[src/rtl/wb_write_buffer_pkg.sv]
// Shared types and constants for the GRF write-back buffer.
package wb_write_buffer_pkg;

    localparam int unsigned WB_DEPTH_DEFAULT = 4;
    localparam logic [4:0]  REG_ZERO         = 5'd0;

    typedef struct packed {
        logic [4:0]  addr;
        logic [31:0] data;
        logic [31:0] pc;
    } wb_entry_t;

endpackage

[src/rtl/wb_write_buffer_if.sv]
// Bus bundle for the write-back buffer: two request ports, the GRF write port,
// the pending-write lookup and the occupancy status.
interface wb_write_buffer_if
    import wb_write_buffer_pkg::*;
#(
    parameter int unsigned DEPTH = WB_DEPTH_DEFAULT
) ();
    localparam int unsigned CW = $clog2(DEPTH) + 1;

    logic          a_valid;
    logic          a_ready;
    logic [4:0]    a_addr;
    logic [31:0]   a_data;
    logic [31:0]   a_pc;

    logic          b_valid;
    logic          b_ready;
    logic [4:0]    b_addr;
    logic [31:0]   b_data;
    logic [31:0]   b_pc;

    logic          RegWrite;
    logic [4:0]    WriteAddr;
    logic [31:0]   WriteData;
    logic [31:0]   PC;

    logic [4:0]    q1_addr;
    logic [4:0]    q2_addr;
    logic          q1_hit;
    logic          q2_hit;
    logic [31:0]   q1_data;
    logic [31:0]   q2_data;

    logic [CW-1:0] count;
    logic          empty;

    modport slave (
        input  a_valid, a_addr, a_data, a_pc,
        output a_ready,
        input  b_valid, b_addr, b_data, b_pc,
        output b_ready,
        output RegWrite, WriteAddr, WriteData, PC,
        input  q1_addr, q2_addr,
        output q1_hit, q2_hit, q1_data, q2_data,
        output count, empty
    );

    modport master (
        output a_valid, a_addr, a_data, a_pc,
        input  a_ready,
        output b_valid, b_addr, b_data, b_pc,
        input  b_ready,
        input  RegWrite, WriteAddr, WriteData, PC,
        output q1_addr, q2_addr,
        input  q1_hit, q2_hit, q1_data, q2_data,
        input  count, empty
    );

endinterface

[src/rtl/wb_write_buffer_fwd_match.sv]
// wb_fwd_match: finds the youngest live queue entry whose register matches the
// query address; register 0 never matches.
module wb_fwd_match
    import wb_write_buffer_pkg::*;
#(
    parameter  int unsigned DEPTH = WB_DEPTH_DEFAULT,
    localparam int unsigned PW    = $clog2(DEPTH)
) (
    input  wb_entry_t        entries [DEPTH],
    input  logic [DEPTH-1:0] valid,
    input  logic [PW-1:0]    head,
    input  logic [4:0]       qaddr,
    output logic             hit,
    output logic [31:0]      data
);
    logic [PW-1:0]    idx;
    logic [DEPTH-1:0] unused_pc;

    // Walk oldest to youngest from the head so the last match wins.
    always_comb begin
        hit  = 1'b0;
        data = '0;
        idx  = head;
        for (int unsigned k = 0; k < DEPTH; k++) begin
            idx = head + PW'(k);
            if (valid[idx] && entries[idx].addr == qaddr && qaddr != REG_ZERO) begin
                hit  = 1'b1;
                data = entries[idx].data;
            end
        end
    end

    always_comb begin
        unused_pc = '0;
        for (int unsigned k = 0; k < DEPTH; k++)
            unused_pc[k] = ^entries[k].pc;
    end

endmodule

[src/rtl/wb_write_buffer.sv]
// Write-back buffer merging pipeline and multi-cycle results into the GRF port.
// Define WB_FWD_EN to build the pending-write lookup comparators.
module wb_write_buffer
    import wb_write_buffer_pkg::*;
#(
    parameter int unsigned DEPTH = WB_DEPTH_DEFAULT
) (
    input logic              clk,
    input logic              Reset,
    wb_write_buffer_if.slave bus
);
    localparam int unsigned PW = $clog2(DEPTH);
    localparam int unsigned CW = PW + 1;

    wb_entry_t     mem [DEPTH];
    wb_entry_t     head;
    logic [PW-1:0] rd_ptr;
    logic [PW-1:0] wr_ptr;
    logic [CW-1:0] count_q;
    logic          a_rdy;
    logic          b_rdy;
    logic          a_push;
    logic          b_push;
    logic          pop;

    // B only gets the slot left over after a nonzero A request; drains earn no credit.
    assign a_rdy  = count_q < CW'(DEPTH);
    assign b_rdy  = (count_q + CW'(bus.a_valid && bus.a_addr != REG_ZERO)) < CW'(DEPTH);
    assign a_push = bus.a_valid && a_rdy && bus.a_addr != REG_ZERO;
    assign b_push = bus.b_valid && b_rdy && bus.b_addr != REG_ZERO;
    assign pop    = count_q != '0;

    always_ff @(posedge clk or posedge Reset) begin
        if (Reset) begin
            rd_ptr  <= '0;
            wr_ptr  <= '0;
            count_q <= '0;
        end else begin
            rd_ptr  <= rd_ptr + PW'(pop);
            wr_ptr  <= wr_ptr + PW'(a_push) + PW'(b_push);
            count_q <= count_q + CW'(a_push) + CW'(b_push) - CW'(pop);
        end
    end

    always_ff @(posedge clk) begin
        if (a_push)
            mem[wr_ptr] <= '{addr: bus.a_addr, data: bus.a_data, pc: bus.a_pc};
        if (b_push)
            mem[wr_ptr + PW'(a_push)] <= '{addr: bus.b_addr, data: bus.b_data, pc: bus.b_pc};
    end

    always_comb begin
        head = '0;
        if (pop)
            head = mem[rd_ptr];
    end

    assign bus.a_ready   = a_rdy;
    assign bus.b_ready   = b_rdy;
    assign bus.RegWrite  = pop;
    assign bus.WriteAddr = head.addr;
    assign bus.WriteData = head.data;
    assign bus.PC        = head.pc;
    assign bus.count     = count_q;
    assign bus.empty     = count_q == '0;

`ifdef WB_FWD_EN
    logic [DEPTH-1:0] live;

    // A slot is live when its distance from the read pointer is below count.
    always_comb begin
        live = '0;
        for (int unsigned i = 0; i < DEPTH; i++)
            live[i] = {1'b0, PW'(i) - rd_ptr} < count_q;
    end

    wb_fwd_match #(.DEPTH(DEPTH)) u_fwd_q1 (
        .entries(mem), .valid(live), .head(rd_ptr),
        .qaddr(bus.q1_addr), .hit(bus.q1_hit), .data(bus.q1_data)
    );

    wb_fwd_match #(.DEPTH(DEPTH)) u_fwd_q2 (
        .entries(mem), .valid(live), .head(rd_ptr),
        .qaddr(bus.q2_addr), .hit(bus.q2_hit), .data(bus.q2_data)
    );
`else
    logic unused_qaddr;
    assign unused_qaddr = ^{bus.q1_addr, bus.q2_addr};
    assign bus.q1_hit   = 1'b0;
    assign bus.q2_hit   = 1'b0;
    assign bus.q1_data  = '0;
    assign bus.q2_data  = '0;
`endif

endmodule

[src/flat_wrapper.sv]
// flat-port wrapper written by rule: the top's interface ports become plain ports
module wb_write_buffer_flat import wb_write_buffer_pkg::*;
#(
    parameter int unsigned DEPTH = WB_DEPTH_DEFAULT
)
  (clk, Reset, bus_a_valid, bus_a_addr, bus_a_data, bus_a_pc, bus_a_ready, bus_b_valid, bus_b_addr, bus_b_data, bus_b_pc, bus_b_ready, bus_RegWrite, bus_WriteAddr, bus_WriteData, bus_PC, bus_q1_addr, bus_q2_addr, bus_q1_hit, bus_q2_hit, bus_q1_data, bus_q2_data, bus_count, bus_empty);
  wb_write_buffer_if #(.DEPTH(DEPTH)) bus_i ();
  input logic clk;
  input logic Reset;
  input wire logic [$bits(bus_i.a_valid)-1:0] bus_a_valid;
  input wire logic [$bits(bus_i.a_addr)-1:0] bus_a_addr;
  input wire logic [$bits(bus_i.a_data)-1:0] bus_a_data;
  input wire logic [$bits(bus_i.a_pc)-1:0] bus_a_pc;
  output wire logic [$bits(bus_i.a_ready)-1:0] bus_a_ready;
  input wire logic [$bits(bus_i.b_valid)-1:0] bus_b_valid;
  input wire logic [$bits(bus_i.b_addr)-1:0] bus_b_addr;
  input wire logic [$bits(bus_i.b_data)-1:0] bus_b_data;
  input wire logic [$bits(bus_i.b_pc)-1:0] bus_b_pc;
  output wire logic [$bits(bus_i.b_ready)-1:0] bus_b_ready;
  output wire logic [$bits(bus_i.RegWrite)-1:0] bus_RegWrite;
  output wire logic [$bits(bus_i.WriteAddr)-1:0] bus_WriteAddr;
  output wire logic [$bits(bus_i.WriteData)-1:0] bus_WriteData;
  output wire logic [$bits(bus_i.PC)-1:0] bus_PC;
  input wire logic [$bits(bus_i.q1_addr)-1:0] bus_q1_addr;
  input wire logic [$bits(bus_i.q2_addr)-1:0] bus_q2_addr;
  output wire logic [$bits(bus_i.q1_hit)-1:0] bus_q1_hit;
  output wire logic [$bits(bus_i.q2_hit)-1:0] bus_q2_hit;
  output wire logic [$bits(bus_i.q1_data)-1:0] bus_q1_data;
  output wire logic [$bits(bus_i.q2_data)-1:0] bus_q2_data;
  output wire logic [$bits(bus_i.count)-1:0] bus_count;
  output wire logic [$bits(bus_i.empty)-1:0] bus_empty;
  assign bus_i.a_valid = bus_a_valid;
  assign bus_i.a_addr = bus_a_addr;
  assign bus_i.a_data = bus_a_data;
  assign bus_i.a_pc = bus_a_pc;
  assign bus_a_ready = bus_i.a_ready;
  assign bus_i.b_valid = bus_b_valid;
  assign bus_i.b_addr = bus_b_addr;
  assign bus_i.b_data = bus_b_data;
  assign bus_i.b_pc = bus_b_pc;
  assign bus_b_ready = bus_i.b_ready;
  assign bus_RegWrite = bus_i.RegWrite;
  assign bus_WriteAddr = bus_i.WriteAddr;
  assign bus_WriteData = bus_i.WriteData;
  assign bus_PC = bus_i.PC;
  assign bus_i.q1_addr = bus_q1_addr;
  assign bus_i.q2_addr = bus_q2_addr;
  assign bus_q1_hit = bus_i.q1_hit;
  assign bus_q2_hit = bus_i.q2_hit;
  assign bus_q1_data = bus_i.q1_data;
  assign bus_q2_data = bus_i.q2_data;
  assign bus_count = bus_i.count;
  assign bus_empty = bus_i.empty;
  wb_write_buffer #(.DEPTH(DEPTH)) u_core (.clk(clk), .Reset(Reset), .bus(bus_i));
endmodule
[config.mk]
export PLATFORM = sky130hd
export DESIGN_NAME = wb_write_buffer_flat
export DESIGN_NICKNAME = d
export VERILOG_FILES = /design/src/rtl/wb_write_buffer_pkg.sv /design/src/rtl/wb_write_buffer_if.sv /design/src/rtl/wb_write_buffer_fwd_match.sv /design/src/rtl/wb_write_buffer.sv /design/src/flat_wrapper.sv
export SDC_FILE = /design/constraint.sdc
export NUM_CORES = 1
export LEC_CHECK = 0
export ABC_AREA = 1
export ABC_CLOCK_PERIOD_IN_PS = 8900
export BUFFER_PORTS_ARGS = -buffer_cell sky130_fd_sc_hd__buf_2
export CAP_MARGIN = 20
export CORE_MARGIN = 3
export CORE_UTILIZATION = 35
export CTS_BUF_LIST = sky130_fd_sc_hd__clkbuf_16
export DETAILED_ROUTE_END_ITERATION = 8
export PLACE_DENSITY = 0.66
export SETUP_SLACK_MARGIN = 0.1
export SYNTH_ARGS = -nofsm -noshare
export SYNTH_HDL_FRONTEND = slang
export SYNTH_SLANG_ARGS = --single-unit
[constraint.sdc]
create_clock -name clk -period 8.9 [get_ports clk]
set_input_delay 0.445 -clock clk [delete_from_list [all_inputs] [get_ports clk]]
set_output_delay 0.445 -clock clk [all_outputs]
set_load 0.02 [all_outputs]
== After elaboration in Yosys (flattened, before gate mapping) ==
Memories as Yosys holds them, arrays and structs flattened.
Cells that the tools add are included.

* $lt $le $gt $ge: 2
* Mux-type cells: 5
* Reduce and logical (&&, ||, !) cells: 9
* Add/subtract/negate cells: 7

{| class="wikitable"
|+ Operators with widths
! operator !! number
|-
| $mux W69 || 1
|-
| $reduce_bool A5 Y1 || 2
|-
| $add A3 B1 Y3 || 3
|-
| $add A2 B1 Y2 || 3
|-
| $lt A3 B3 Y1 const B || 2
|-
| $logic_and A1 B1 Y1 || 5
|-
| $mux W1 || 4
|-
| $logic_not A3 Y1 || 1
|-
| $reduce_bool A3 Y1 || 1
|-
| $sub A3 B1 Y3 || 1
|}

* Bits in writable memories: 276
* Register bits after elaboration: 7
* Memories: 1
* Logic and storage cells: 27

{| class="wikitable"
|+ Memories
! name !! words !! bits a word !! read ports !! clocked after Yosys merged registers in !! write ports !! RTL line !! RTL
|-
| u_core.mem || 4 || 69 || 1 || 0 || 2 || wb_write_buffer.sv:15 || <nowiki>wb_entry_t mem [DEPTH];</nowiki>
|}

== Depth between registers and ports, before layout ==
Gate-level depths: netlist of run 1.

* Depth after elaboration: 8
* Mapped depth: 14
* Mapped depth without buffers: 13

== Worst setup path after synthesis of run 1 ==
OpenSTA, ideal clock, no wires.

* Kind: register to register
* Start: register u_core.count_q[2] (netlist: u_core.bus.count[2])
* End: memory u_core.mem[2][0] (netlist name), enable pin
* Setup time: 0.591 ns
* Arrival time: 5.979 ns
* Setup slack: 2.329 ns
* Cell stages (with the launch flop): 5
* Period minus slack after synthesis: 6.571 ns
* Path buffers: 0
* Path through: dfrtp_1 > inv_1 > nand2_1 > or2_2 > o21ai_0

{| class="wikitable"
|+ RTL lines
! element !! RTL line !! RTL
|-
| start, declared || wb_write_buffer.sv:19 || <nowiki>logic [CW-1:0] count_q;</nowiki>
|-
| start signal, assigned || wb_write_buffer.sv:41 || <nowiki>count_q <= count_q + CW'(a_push) + CW'(b_push) - CW'(pop);</nowiki>
|-
| end, declared || wb_write_buffer.sv:15 ||
|}

== Worst setup path in the final report of run 1 ==
* Start: register u_core.rd_ptr[0]
* End: output bus_WriteData[16]

* Cells in the longest elaborated chain, start to end: 2

{| class="wikitable"
|+ Ends and longest elaborated chain
! element !! RTL line !! RTL
|-
| start, declared || wb_write_buffer.sv:17 || <nowiki>logic [PW-1:0] rd_ptr;</nowiki>
|-
| start signal, assigned || wb_write_buffer.sv:39 || <nowiki>rd_ptr <= rd_ptr + PW'(pop);</nowiki>
|-
| $mem_v2 Z4 W69 || n/a ||
|-
| $mux W69 || wb_write_buffer.sv:54 || <nowiki>if (pop)</nowiki>
|-
| end, declared || flat_wrapper.sv:22 || <nowiki>output wire logic [$bits(bus_i.WriteData)-1:0] bus_WriteData;</nowiki>
|}

No other way between the ends.

==> flow_summary.toml, run 1 <==
[drt]
vias_per_cell = 5.258
finalWirelength_um = 50210
drt-initial-drc-count = 1273
ant_nets = 0
drcViolationCount = 0
drt_first_pass_iters = 7
vias = 13677
wl_per_cell_um = 19.30

[worst_setup_path]
max_stage_delay_ps = 850
cp-end-kind = "output pin"
cp.depth = 5
path_max_fanout = 78
criticalPathCategory = "reg2out"
cp_top_family = "buffers and inverters"
path_cells = "inv_4, buf_4, o21ai_0, a21oi_1, buf_2"
crit_buf_inv = 3
rr_worst_depth = 10
cp-start-kind = "flip-flop"
arrival_ps = 3580
critical_path_required_ps = 8460
crit_slowest_cell = "dfrtp_4"

[timing]
period_needed_ps = 4029
finalHoldWorstSlack_ps = 172.6
clock-skew-final_ps = 25.37
rsz0062_at_grt = "false"
max_freq_ghz = 0.2482
slew_headroom_pct = 6.482
slew_viol_final = 0
layout_setup_ws_ps = 4871
period_share_pct = 45.26
hold_viol = 0
setup_violations = 0
worstMarginPinSlew_ps = 1403
tns_ps = 0

[logic_synthesis]
syn_area_per_cell_um2 = 8.326
synth_top_cell_by_area = "edfxtp_1"
ys_top_cells_by_area = "edfxtp_1 54%, nand2_1 14%, nand3_1 9.0%, nor2_1 6.8%, o21ai_0 3.9%"
synth-seq-cells = 283
syn-cell-area_um2 = 15490
yosysTopAreaCellShare_pct = 53.52
yosys.cell_types.count = 29
ys_seq_area_share_pct = 54.65
ys_warn_count = 0
syn_inst = 1860

[final_layout]
final_common_cell = "nand2_1"
areaGrowthSynthToFinish_pct = 13.99
layout-drive-gt1-share_pct = 14.79
nets = 2149
final_cell_mix = "559 x nand2_1, 279 x nor2_1, 277 x nand3_1, 276 x edfxtp_1, 217 x buf_2"
fin_util_pct = 40.71
fin_area_um2 = 17650
stdcell_count = 2601

[power]
power.density_nw_per_um2 = 390.4
p_leak_nw = 7.595
vdd_drop_max_uv = 334.7
finalPower_mw = 6.893

[run]
cap_violations = 0

[clocking]
clkSinkCount = 283
cts_root_buf = "clkbuf_16"
h-tree-depth = 1
cts_buffer_depth = 3
clk_latency_ps = 580
tritoncts = "built"
cts_resized = 0
cts_buffers = 31
clk_pin_slew_worst_paths_ps = 60

[die]
io_pins = 294
core_um2 = 43360
fp.dieH_um = 216.3
initial_utilization_pct = 35.71
die_area_um2 = 46810
die_x_um = 216.3
fp-row-count = 76

[placed_design]
routabilityCongestion = 0.7442
hpwl_um = 25860
place_worst_setup_slack_ps = 5112
place_area_um2 = 16700
port_buffers = 217
dpl.cell_count = 2542

[global_routing]
grt_max_degree = 278
grt_pass1_wl_um = 75620
antenna_found_initial = 1
track_usage_pct = 20.77
grt_pass1_vias = 13315
grt_overflow = 0

[worst_hold_path]
min_path_type = "in2reg"
hold_path_depth = 3

[outcome]
status = "finished, final reports clean"
==> cell usage after synthesis, drive strengths merged <==
library cell,count
nand2,560
nor2,284
nand3,278
edfxtp,276
o21ai,142
buf,124
clkbuf,80
a21oi,69
inv,19
dfrtp,7
nand4,5
ha,4
xnor2,3
fa,2
nor3,2
xor2,2
clkinv,1
conb,1
or2,1
==> what timing repair did <==
| item | 4_1_cts | 5_1_grt |
|---|---|---|
| hold buffers | 1 | 0 |
| endpoints found under the hold margin | 7 | 0 |
| setup buffers | 0 | 0 |
==> report_power, final <==
part | internal [mW] | switching, mW
Clock | 0.683 | 0.528
Sequential | 2.06 | 0.190
Combinational | 0.840 | 2.60
==> path summary, 6_finish.rpt <==
kind | startpoint | end | slack [ps]
min in group asynchronous | Reset | u_core.wr_ptr[1] | 420
max in group asynchronous | Reset | u_core.rd_ptr[1] | 8190
setup / recovery | u_core.rd_ptr[0] | bus_WriteData[16] | 4870
hold reg to reg | u_core.bus.count[2] | u_core.bus.count[2] | 600
setup reg to reg | u_core.bus.count[2] | u_core.mem[1][6] | 5510
hold / removal | bus_a_pc[19] | u_core.mem[3][19] | 170
==> sequential cells by signal, indices dropped and copies added (netlist names) <==
name,cells
u_core.rd_ptr,2
u_core.bus.count,3
u_core.wr_ptr,2
u_core.mem,276
==> layer usage <==
layer	track usage (%)	routed length, µm
met3	3.660	4475
met2	36.97	25370
met1	25.62	19270
met4	6.675	1083
met5	0	8
==> tightest hold or removal path: stages <==
cell	delay [ps]
buf_2	110
nand2_1	50
nand2_1	50
==> cell type report <==
type | instances | area (µm²)
fillers | 4290 | 25710
repair buffers | 237 | 1251
well taps | 585 | 732.0
multi-input cells | 1418 | 6180
inverters | 20 | 77.57
clock buffers | 31 | 775.7
clock inverters | 26 | 163.9
flip-flops and latches | 283 | 8471
diodes | 1 | 2.502
==> logic make-up after synthesis <==
family / count (synthesis) / share of synthesized area (%)
AO/OA/AOI/OAI: 211 / 6.819
AND/OR/NAND/NOR: 1130 / 30.06
flip-flops: 283 / 54.65
XOR/XNOR: 5 / 0.4040
buffers and inverters: 224 / 7.465
adder cells (fa/ha/maj): 6 / 0.5817
other: 1 / 0.02422
Note: power is estimated with default switching activity, not from simulation.
==> inputs of run 2 (changes only) <==
--- a/config.mk
+++ b/config.mk
@@ -6,14 +6,14 @@
 export NUM_CORES = 1
 export LEC_CHECK = 0
 export ABC_AREA = 1
-export ABC_CLOCK_PERIOD_IN_PS = 8900
+export ABC_CLOCK_PERIOD_IN_PS = 3300
 export BUFFER_PORTS_ARGS = -buffer_cell sky130_fd_sc_hd__buf_2
 export CAP_MARGIN = 20
 export CORE_MARGIN = 3
 export CORE_UTILIZATION = 35
 export CTS_BUF_LIST = sky130_fd_sc_hd__clkbuf_16
 export DETAILED_ROUTE_END_ITERATION = 8
-export PLACE_DENSITY = 0.66
+export PLACE_DENSITY = 0.68
 export SETUP_SLACK_MARGIN = 0.1
 export SYNTH_ARGS = -nofsm -noshare
 export SYNTH_HDL_FRONTEND = slang
==> constraint.sdc (replaced) <==
create_clock -name clk -period 3.3 [get_ports clk]
set_input_delay 0.165 -clock clk [delete_from_list [all_inputs] [get_ports clk]]
set_output_delay 0.165 -clock clk [all_outputs]
set_load 0.02 [all_outputs]
==> flow_summary.toml, run 2 (synthesis gave the netlist of run 1 again) <==
[worst_setup_path]
crit_path_start = "bus_a_addr[2]"
path_cells = "dlygate4sd3_1, buf_2, nor2_1, nand3_2, nand2_1, inv_1, nand2_1, inv_1, ha_2, xnor2_4, nor2_4, nand4_1, buf_12, nand2_1, nand2_1, dlygate4sd3_1"
arrival_ps = 3300
max_stage_delay_ps = 540
reg2reg_to = "u_core.mem[2][33]"
critical_path_required_ps = 3570
r2r-start = "u_core.bus.count[2]"
cp-start-kind = "input port"
crit_buf_inv = 6
crit_slowest_cell = "dlygate4sd3_1"
rr_worst_depth = 11
rrSetupSlack_ps = 320
crit_top_cell = "nand2_1"
criticalPathCategory = "in2reg"
path_max_fanout = 69
cp_top_family = "buffers and inverters"
cp-end-kind = "flip-flop"

[global_routing]
grt_max_degree = 105
gr-usage-met1_pct = 26.48
grt_overflow = 0
track_usage_pct = 21.84
use_met3_pct = 3.197
grt_pass1_wl_um = 79740
grt-busiest-layer = "met2"
grt_use_met2_pct = 38.48
grt_pass1_vias = 14236
antenna_found_initial = 3

[drt]
drcViolationCount = 0
vias = 14533
drt_first_pass_iters = 7
drt-initial-drc-count = 1668
wl_per_cell_um = 19.01
finalWirelength_um = 52800
ant_nets = 0
vias_per_cell = 5.231

[outcome]
status = "finished, final reports clean"

[clocking]
cts_buffers = 34
h-tree-depth = 2
cts_root_buf = "clkbuf_16"
tritoncts = "built"
clk_pin_slew_worst_paths_ps = 60
clk_latency_ps = 520
cts_buffer_depth = 3
clkSinkCount = 283
post-cts-setup-buffers = 0

[run]
cap_violations = 0

[timing]
max_freq_ghz = 0.3300
hold_viol = 0
layout_setup_ws_ps = 270.0
period_share_pct = 91.82
setup_violations = 0
slew_headroom_pct = 22.84
rsz0062_at_grt = "false"
period_needed_ps = 3030
finalHoldWorstSlack_ps = 179.7
clock-skew-final_ps = 6.997
worstMarginPinSlew_ps = 1157
slew_viol_final = 0

[final_layout]
largest_register_ff_count = 276
areaGrowthSynthToFinish_pct = 26.64
seq_area_um2 = 8471
layout-drive-gt1-share_pct = 14.42
final_common_cell = "nand2_1"
multi_input_area_um2 = 6182
top_register = "u_core.mem"
n_fill_cell = 4069
nets = 2328
final_cell_mix = "559 x nand2_1, 279 x nor2_1, 277 x nand3_1, 276 x edfxtp_1, 217 x buf_2"

[power]
power.density_nw_per_um2 = 991.9
p_leak_nw = 8.431
vdd_drop_max_uv = 828.1

[placed_design]
port_buffers = 217
routabilityCongestion = 0.8134
place_worst_setup_slack_ps = 320.8
hpwl_um = 27210

[die]
die_area_um2 = 46810
initial_utilization_pct = 35.71
core_um2 = 43360
io_pins = 294
fp.dieH_um = 216.3
die_x_um = 216.3
fp-row-count = 76

[worst_hold_path]
min_path_type = "in2async"
[run 2: metal layers]
layer  wire length, µm  up-vias
li1                  -     6740
met1             20080     6873
met2             26670      781
met3              4314      135
met4              1708        4
met5                21        -
[run 2: power by group]
group | switching, mW | internal (mW) | leakage, nW
combinational | 7.35 | 2.74 | 5.28
clock | 1.48 | 2.00 | 0.533
sequential | 0.360 | 5.53 | 2.62
[run 2: worst max path at each step]
stage	end	depth (start not counted)	slack [ps]
floorplan	u_core.mem[0][0]	10	-100
global placement	u_core.mem[1][45]	14	420
detailed placement	u_core.mem[1][29]	14	320
CTS	u_core.mem[2][22]	15	140
global route	u_core.mem[3][46]	16	130
finish	u_core.mem[2][33]	16	270
[run 2: cell type report]
class / instances / share of cell area (%)
Tap cell: 585 / 3.732
Multi-Input combinational cell: 1418 / 31.52
Inverter: 20 / 0.4019
Sequential cell: 283 / 43.19
Clock buffer: 35 / 4.466
Antenna cell: 1 / 0.01276
Clock inverter: 23 / 0.6827
Timing Repair Buffer: 413 / 15.99
[run 2: what timing repair did]
item                                   in CTS  in global routing
hold buffers                              163                  0
endpoints found under the hold margin     283                  0
resized for setup                           0                  3
setup endpoints to repair                   0                 24
[run 2: stage by stage]
| step | std cells | area (µm²) | power [mW] | util (%) | setup TNS (ps) |
|---|---|---|---|---|---|
| 6_report | 2778 | 19610 | 19.45 | 45.23 | 0 |
| 5_1_grt | 2778 | 19610 | 20.55 | 45.23 | 0 |
| 2_1_floorplan | 1925 | 15760 | 12.04 | - | -13070 |
| 3_5_place_dp | 2556 | 16960 | 15.73 | 39.11 | 0 |
| 4_1_cts | 2777 | 19600 | 19.47 | 45.20 | 0 |
| 3_3_place_gp | 2556 | 16960 | 15.54 | 39.11 | 0 |
[run 2: tightest hold or removal path, cell delays in order]
cell           delay, ps
dlygate4sd3_1        560
buf_2                140
inv_1                230
==> inputs of run 3 (changes only) <==
--- a/config.mk
+++ b/config.mk
@@ -6,14 +6,14 @@
 export NUM_CORES = 1
 export LEC_CHECK = 0
 export ABC_AREA = 1
-export ABC_CLOCK_PERIOD_IN_PS = 3300
+export ABC_CLOCK_PERIOD_IN_PS = 3700
 export BUFFER_PORTS_ARGS = -buffer_cell sky130_fd_sc_hd__buf_2
 export CAP_MARGIN = 20
 export CORE_MARGIN = 3
 export CORE_UTILIZATION = 35
 export CTS_BUF_LIST = sky130_fd_sc_hd__clkbuf_16
 export DETAILED_ROUTE_END_ITERATION = 8
-export PLACE_DENSITY = 0.68
+export PLACE_DENSITY = 0.66
 export SETUP_SLACK_MARGIN = 0.1
 export SYNTH_ARGS = -nofsm -noshare
 export SYNTH_HDL_FRONTEND = slang
==> constraint.sdc (replaced) <==
create_clock -name clk -period 3.7 [get_ports clk]
set_input_delay 0.185 -clock clk [delete_from_list [all_inputs] [get_ports clk]]
set_output_delay 0.185 -clock clk [all_outputs]
set_load 0.02 [all_outputs]
==> flow_summary.toml, run 3 (synthesis gave the netlist of run 1 again) <==
[drt]
wl_per_cell_um = 18.81
vias_per_cell = 5.205
vias = 14617
drcViolationCount = 0
ant_nets = 0
drt-initial-drc-count = 1422
finalWirelength_um = 52820
drt_first_pass_iters = 5

[die]
core_um2 = 43360
die_x_um = 216.3
die_area_um2 = 46810
io_pins = 294
fp.dieH_um = 216.3
fp-row-count = 76
initial_utilization_pct = 35.71

[clocking]
clk_latency_ps = 530
cts_buffer_depth = 3
h-tree-depth = 2
cts_buffers = 34
clk_pin_slew_worst_paths_ps = 60
tritoncts = "built"
cts_root_buf = "clkbuf_16"
clkSinkCount = 283

[worst_setup_path]
rrSetupSlack_ps = 320
cp-end-kind = "flip-flop"
path_max_fanout = 69
path_cells = "dlygate4sd3_1, buf_2, nor2_1, nand3_2, nand2_1, inv_1, nand2_1, inv_1, ha_1, xnor2_4, inv_2, nor2_4, buf_6, nand3_1, nand2_1, dlygate4sd3_1"
crit_slowest_cell = "buf_6"
max_stage_delay_ps = 630
arrival_ps = 3860
criticalPathCategory = "in2reg"
critical_path_required_ps = 4080
crit_top_cell = "nand2_1"
cp-start-kind = "input port"

[final_layout]
nets = 2357
areaGrowthSynthToFinish_pct = 28.99
layout-drive-gt1-share_pct = 13.90
fin_area_um2 = 19980
largest_register_ff_count = 276
num_antenna_cells = 0
multi_input_area_um2 = 6180
stdcell_count = 2808
final_cell_mix = "559 x nand2_1, 279 x nor2_1, 277 x nand3_1, 276 x edfxtp_1, 217 x buf_2"
top_register = "u_core.mem"
fin_util_pct = 46.07
seq_area_um2 = 8471
final_common_cell = "nand2_1"
n_fill_cell = 4024

[placed_design]
port_buffers = 217
routabilityCongestion = 0.7490
place_worst_setup_slack_ps = 660.4
place_area_um2 = 16870
dpl.cell_count = 2546
hpwl_um = 25800

[timing]
clock-skew-final_ps = 17.61
setup_violations = 0
max_freq_ghz = 0.2880
rsz0062_at_grt = "true"
slew_headroom_pct = 4.645
layout_setup_ws_ps = 228.4
finalHoldWorstSlack_ps = 43.14
period_needed_ps = 3472
period_share_pct = 93.83
worstMarginPinSlew_ps = 1430
hold_viol = 0
slew_viol_final = 0

[run]
cap_violations = 0

[global_routing]
antenna_found_initial = 1
grt_overflow = 0
grt_pass1_wl_um = 80410
grt_pass1_vias = 14406
grt_max_degree = 278
track_usage_pct = 21.92

[power]
vdd_drop_max_uv = 932.7
p_leak_nw = 8.569
power.density_nw_per_um2 = 877.7

[outcome]
status = "finished, final reports clean"

[worst_hold_path]
min_path_type = "in2reg"
-- run 3: cell count changes in the layout (fill, tap and decap cells not counted), sizes merged --
cell         change
inv              -5
clkinvlp         +1
dlygate4sd3     +38
clkbuf           +2
diode            -1
clkinv           +4
buf              -9
-- run 3: layout make-up --
type | instances | area share, %
Clock buffer | 37 | 4.635
Clock inverter | 23 | 0.6326
Inverter | 20 | 0.3883
Multi-Input combinational cell | 1418 | 30.94
Sequential cell | 283 | 42.41
Tap cell | 585 | 3.664
Timing Repair Buffer | 442 | 17.34
-- run 3: metal layers --
metal  vias up  global-route usage (%)  routed length (µm)
met1      6968                   26.96               20740
met3       131                   3.071                4059
met2       719                   38.82               26440
met4         2                   8.908                1569
li1       6797                       -                   -
met5         -                       0                  13
-- run 3: per-stage QoR --
stage	setup TNS, ps	power [mW]
final	0	17.53
after global routing	0	18.56
after CTS	0	17.52
after detailed placement	0	13.95
after global placement	0	13.80
after floorplan	-138600	10.77
-- run 3: worst paths after layout --
path / to / startpoint / cells past startpoint
max: u_core.mem[0][45] / bus_a_addr[2] / 16
max in group asynchronous: u_core.rd_ptr[0] / Reset / 3
min in group asynchronous: u_core.wr_ptr[0] / Reset / 3
max reg2reg: u_core.mem[0][45] / u_core.bus.count[2] / 11
min: u_core.mem[3][66] / bus_b_addr[2] / 3
min reg2reg: u_core.bus.count[2] / u_core.bus.count[2] / 1
-- run 3: critical path: cells and delay by family --
| kind | cells | cell delay [ps] |
|---|---|---|
| AND/OR/NAND/NOR | 7 | 930 |
| buffers and inverters | 7 | 2110 |
| XOR/XNOR | 1 | 300 |
| adder cells (fa/ha/maj) | 1 | 250 |
-- run 3: power breakdown --
group | internal (mW) | switching, mW | total, mW
registers | 4.93 | 0.249 | 5.18
clock network | 1.86 | 1.31 | 3.17
logic | 2.54 | 6.64 | 9.18
-- run 3: timing repair --
action                                  in CTS  in global routing
resized for setup                            0                  6
buffers inserted                             0                  0
endpoints found under the hold margin      282                  0
hold buffers                               201                  0
endpoints found under the setup margin       0                 54
